### config.mk
export PLATFORM = sky130hd
export DESIGN_NAME = instruction_sequencer
export DESIGN_NICKNAME = d
export VERILOG_FILES = /design/src/rtl/instruction_sequencer.sv
export SDC_FILE = /design/constraint.sdc
export NUM_CORES = 1
export LEC_CHECK = 0
export CORE_MARGIN = 5
export CORE_UTILIZATION = 39
export CTS_CLUSTER_SIZE = 20
export DETAILED_ROUTE_END_ITERATION = 8
export HOLD_SLACK_MARGIN = 0.02
export PLACE_DENSITY = 0.78
export SLEW_MARGIN = 20
export SYNTH_ARGS = -nofsm -noshare
export SYNTH_HDL_FRONTEND = slang
export SYNTH_SLANG_ARGS = --single-unit
### constraint.sdc
create_clock -name clock -period 1.3 [get_ports clock]
set_input_delay 0.13 -clock clock [delete_from_list [all_inputs] [get_ports clock]]
set_output_delay 0.13 -clock clock [all_outputs]
set_load 0.01 [all_outputs]
### src/rtl/instruction_sequencer.sv
`default_nettype none
// ============================================================================
// Module      : instruction_sequencer
// Description : Timing-step generator and instruction latch for the Mk1 ALU
//               datapath. Accepts a 12-bit instruction word through a
//               valid/ready handshake, holds its fields stable for the
//               function-register decoder, and walks a one-hot step vector
//               T[4:0] one step per cycle until the decoder reports done.
//               If done has not arrived by the end of T[4], a sticky fault
//               is raised and held until clear_fault.
// Optional    : SEQ_SINGLE_STEP_EN - adds the 'step' input; EXEC transitions
//               then occur only on cycles with step=1.
// Ports       : clock, reset        - rising-edge clock, async active-high reset
//               instr_valid/instr_in - instruction offer {opcode,p1,p2,p3}
//               instr_ready          - high only in IDLE (combinational)
//               done                 - decoder completion strobe
//               clear_fault          - leave FAULT
//               step                 - advance enable (single-step build only)
//               T                    - one-hot step vector, 0 when not executing
//               opcode, p1, p2, p3   - latched instruction fields
//               busy                 - high in EXEC (combinational)
//               fault                - sticky missing-done flag
//               instr_count          - instructions retired via done (wraps)
// Revision    : 1.0 - initial release
// ============================================================================
module instruction_sequencer #(
    parameter int COUNT_WIDTH = 8
) (
    input  logic                   clock,
    input  logic                   reset,
    input  logic                   instr_valid,
    input  logic [11:0]            instr_in,
    output logic                   instr_ready,
    input  logic                   done,
    input  logic                   clear_fault,
`ifdef SEQ_SINGLE_STEP_EN
    input  logic                   step,
`endif
    output logic [4:0]             T,
    output logic [2:0]             opcode,
    output logic [2:0]             p1,
    output logic [2:0]             p2,
    output logic [2:0]             p3,
    output logic                   busy,
    output logic                   fault,
    output logic [COUNT_WIDTH-1:0] instr_count
);

    typedef enum logic [1:0] {
        S_IDLE  = 2'd0,
        S_EXEC  = 2'd1,
        S_FAULT = 2'd2
    } state_t;

    localparam logic [4:0]             c_T_FIRST   = 5'b00001;
    localparam logic [COUNT_WIDTH-1:0] c_COUNT_ONE = {{(COUNT_WIDTH-1){1'b0}}, 1'b1};

    state_t                 r_state;
    state_t                 w_state_next;
    logic [4:0]             r_t;
    logic [4:0]             w_t_next;
    logic                   r_fault;
    logic                   w_fault_next;
    logic [COUNT_WIDTH-1:0] r_count;
    logic [COUNT_WIDTH-1:0] w_count_next;
    logic [11:0]            r_fields;
    logic                   w_load;
    logic                   w_step;

    // Without the single-step option the sequencer behaves as if step were
    // permanently asserted.
`ifdef SEQ_SINGLE_STEP_EN
    assign w_step = step;
`else
    assign w_step = 1'b1;
`endif

    // ------------------------------------------------------------------------
    // Next-state and next-output logic
    // ------------------------------------------------------------------------
    always_comb begin
        w_state_next = r_state;
        w_t_next     = r_t;
        w_fault_next = r_fault;
        w_count_next = r_count;
        w_load       = 1'b0;

        case (r_state)
            S_IDLE: begin
                if (instr_valid) begin
                    w_load       = 1'b1;
                    w_t_next     = c_T_FIRST;
                    w_state_next = S_EXEC;
                end
            end

            S_EXEC: begin
                // done has priority over the T[4] timeout, so a completion in
                // the last step retires cleanly instead of faulting.
                if (w_step) begin
                    if (done) begin
                        w_t_next     = 5'b00000;
                        w_count_next = r_count + c_COUNT_ONE;
                        w_state_next = S_IDLE;
                    end else if (r_t[4]) begin
                        w_t_next     = 5'b00000;
                        w_fault_next = 1'b1;
                        w_state_next = S_FAULT;
                    end else begin
                        w_t_next = {r_t[3:0], 1'b0};
                    end
                end
            end

            S_FAULT: begin
                // A simultaneous instr_valid is deliberately not accepted
                // here; the instruction must be re-offered in IDLE.
                w_t_next = 5'b00000;
                if (clear_fault) begin
                    w_fault_next = 1'b0;
                    w_state_next = S_IDLE;
                end
            end

            default: begin
                w_t_next     = 5'b00000;
                w_fault_next = 1'b0;
                w_state_next = S_IDLE;
            end
        endcase
    end

    // ------------------------------------------------------------------------
    // State and output registers
    // ------------------------------------------------------------------------
    always_ff @(posedge clock or posedge reset) begin
        if (reset) begin
            r_state  <= S_IDLE;
            r_t      <= 5'b00000;
            r_fault  <= 1'b0;
            r_count  <= '0;
            r_fields <= 12'h000;
        end else begin
            r_state <= w_state_next;
            r_t     <= w_t_next;
            r_fault <= w_fault_next;
            r_count <= w_count_next;
            // Fields are only rewritten on accept, so they stay visible to
            // the decoder after retirement or fault.
            if (w_load) begin
                r_fields <= instr_in;
            end
        end
    end

    assign instr_ready = (r_state == S_IDLE);
    assign busy        = (r_state == S_EXEC);
    assign T           = r_t;
    assign fault       = r_fault;
    assign instr_count = r_count;
    assign opcode      = r_fields[11:9];
    assign p1          = r_fields[8:6];
    assign p2          = r_fields[5:3];
    assign p3          = r_fields[2:0];

endmodule
`default_nettype wire

==> out/qor.txt <==
outcome = complete, but fails checks
failing checks = setup timing
Port Buffer Count = 44
Die ar. = 4280 sq um
CTS Buffer Depth = 2
DRC errors left = 0
Total GRT Usage = 13.4%
Crit. End Element = flop
Die Y = 65.4 um
Min Hold Slack = 0.154 ns
endpoints failing hold = 0
final setup vio count = 16
Die W = 65.4 um
pwr dens = 1480 nW/um^2
root buffer cell = clkbuf_4
Ports = 45
wire per inst = 14.8 um
post-detail-place hpwl = 1860 um
vias per std cell = 4.90
synth-to-layout area growth = 57.5%
largest net degree at the start of global routing = 29
min-delay worst type = in -> async
R2R depth = 4
RSZ-0062 raised after global routing = true
Tmin final = 1.36 ns
worst-path fanout max = 7
Leak Pwr = 0.999 nW
layout cells sized above 1 = 34.9%
Initial Util = 39.9%
Critical Path RT = 1.52 ns
total gr overflow = 0
Synth Register Bits = 28
synth warn = 0
first-pass GRT wire length = 4490 um
dominant synthesized flop cell = dfrtp_1
total CTS buffers = 3
Final Worst Setup Slack = -0.0602 ns
dominant cell type by area after synthesis = dfrtp_1
Area after DPL = 1710 sq um
Post-Route WL = 2700 um
Power Total = 2.80 mW
Synth top area share = 58.5%
Worst-Skew Late Latency = 0.32 ns
Post-synth EDFFs = 0
Setup Skew = 0.000652 ns
Vias = 891
clock sinks = 28
Mapped Area = 1200 sq um
final instance area = 1890 sq um
crit path DAT = 1.58 ns
Pre-antenna DRT Iters = 4
post-route ant nets = 0
CTS tree = yes
H-tree depth = 1
row cnt = 20
cell count after synthesis = 80
Final Util = 62.8%
largest cells by area after synthesis = dfrtp_1 59%, mux2_4 11%, mux2_2 3.8%, xor2_1 3.7%, a22o_1 2.9%
RD Place Congestion = 0.785
Max Clk Rate = 0.735 GHz
final antenna diode count = 0
crit path from = r_state[1]
commonest non-fill, non-tap cells in the layout = 26 x dfrtp_1, 26 x dlygate4sd2_1, 19 x buf_4
Max Transition Viols Final = 0
Syn Area/Cell = 15.0 sq um
ys async rst share = 100%
reg-to-reg endpoint = r_fields[8]
initial antenna violation count = 0
core area = 3000 sq um
vias in the first global route = 982
max-cap violations = 0
hold buffers post-CTS = 0
nets = 168
reg-to-reg startpoint = r_state[1]
WS Path Type = reg -> reg
VDD IR max = 0.696 mV
reg-to-reg slack, setup = -0.06 ns
drt initial violations = 40
Worst-Margin Slew = 0.353 ns
Period Utilization, post-route = 105%
nature of the critical path startpoint = flop
Worst setup endpoint = r_fields[8]
synth unique cells = 24
clk slew on worst S/H paths = 0.14 ns
Worst slew margin = 76.5%
post-synthesis sequential area ratio = 58.5%
syn nets = 98
==> Yosys cell counts (all sizes together), types with 2 or more instances <==
cell	n
nor2	4
a22o	4
xnor2	2
nand2	6
xor2	5
dfrtp	28
a21o	2
mux2	13
nor3	3
==> kinds of logic (layout without fill, tap and decap cells) <==
| group | after synthesis | after routing | share of synthesized area [%] |
|---|---|---|---|
| xor gates and xnor gates | 7 | 7 | 5.12 |
| and+or+nand+nor | 21 | 22 | 13.1 |
| DFF | 28 | 28 | 58.5 |
| muxes | 13 | 13 | 15.0 |
| buffers and inverters | 2 | 70 | 1.99 |
| AOI/OAI and AO/OA | 8 | 8 | 5.22 |
| adders and majority gates | 1 | 1 | 1.04 |
==> layer usage <==
layer / track usage (%) / up-vias / wire, um
met5: 0 / - / 0
met4: 6.48 / 0 / 29
met3: 1.71 / 2 / 99
met2: 23.9 / 30 / 1390
met1: 15.7 / 442 / 1180
li1: - / 417 / -
==> repair_timing <==
action / in CTS / in global routing
cloned: 1 / 0
pin swaps: 5 / 2
gates resized for setup: 42 / 3
setup endpoints to repair: 42 / 27
buffers inserted: 14 / 1
==> critical path, cell delays in order (launching register included) <==
cell     delay [ns]
dfrtp_1        0.43
buf_6          0.13
nor2_4         0.13
and2_4         0.26
mux2_4         0.31
==> through the flow <==
| stage | setup slack, ns | instances | TNS, ns |
|---|---|---|---|
| CTS | -0.0593 | 181 | -0.257 |
| global placement | -0.0693 | 162 | -0.654 |
| floorplan | -0.0117 | 80 | -0.105 |
| finish | -0.0602 | 182 | -0.608 |
| global route | -0.0965 | 182 | -1.34 |
| detailed placement | -0.0895 | 162 | -0.917 |
==> worst min path at each step <==
stage,start,slack [ns],cells past startpoint,to
floorplan,reset,0.20,1,T[0]
global placement,instr_count[7],0.46,1,instr_count[7]
detailed placement,instr_count[7],0.47,1,instr_count[7]
CTS,reset,0.16,3,instr_count[5]
global route,reset,0.17,3,instr_count[6]
finish,reset,0.15,3,r_fields[2]
==> final cells by class <==
type                            instances  area, sq um
Timing Repair Buffer                   65          563
Sequential cell                        28          703
Multi-Input combinational cell         51          522
Clock buffer                            3         22.5
Tap cell                               33         41.3
Inverter                                1         3.75
Clock inverter                          1         30.0
Fill cell                             247         1120
==> where the power goes <==
group	switching, mW	internal, mW
Sequential	0.106	1.06
Clock	0.244	0.312
Combinational	0.472	0.610
Total	0.822	1.98
==> state kept, by name, indices dropped and copies added (netlist names) <==
signal       flops
r_fields        12
instr_count      8
T                5
r_state          2
fault            1
Power figures use the tool's default switching activity.
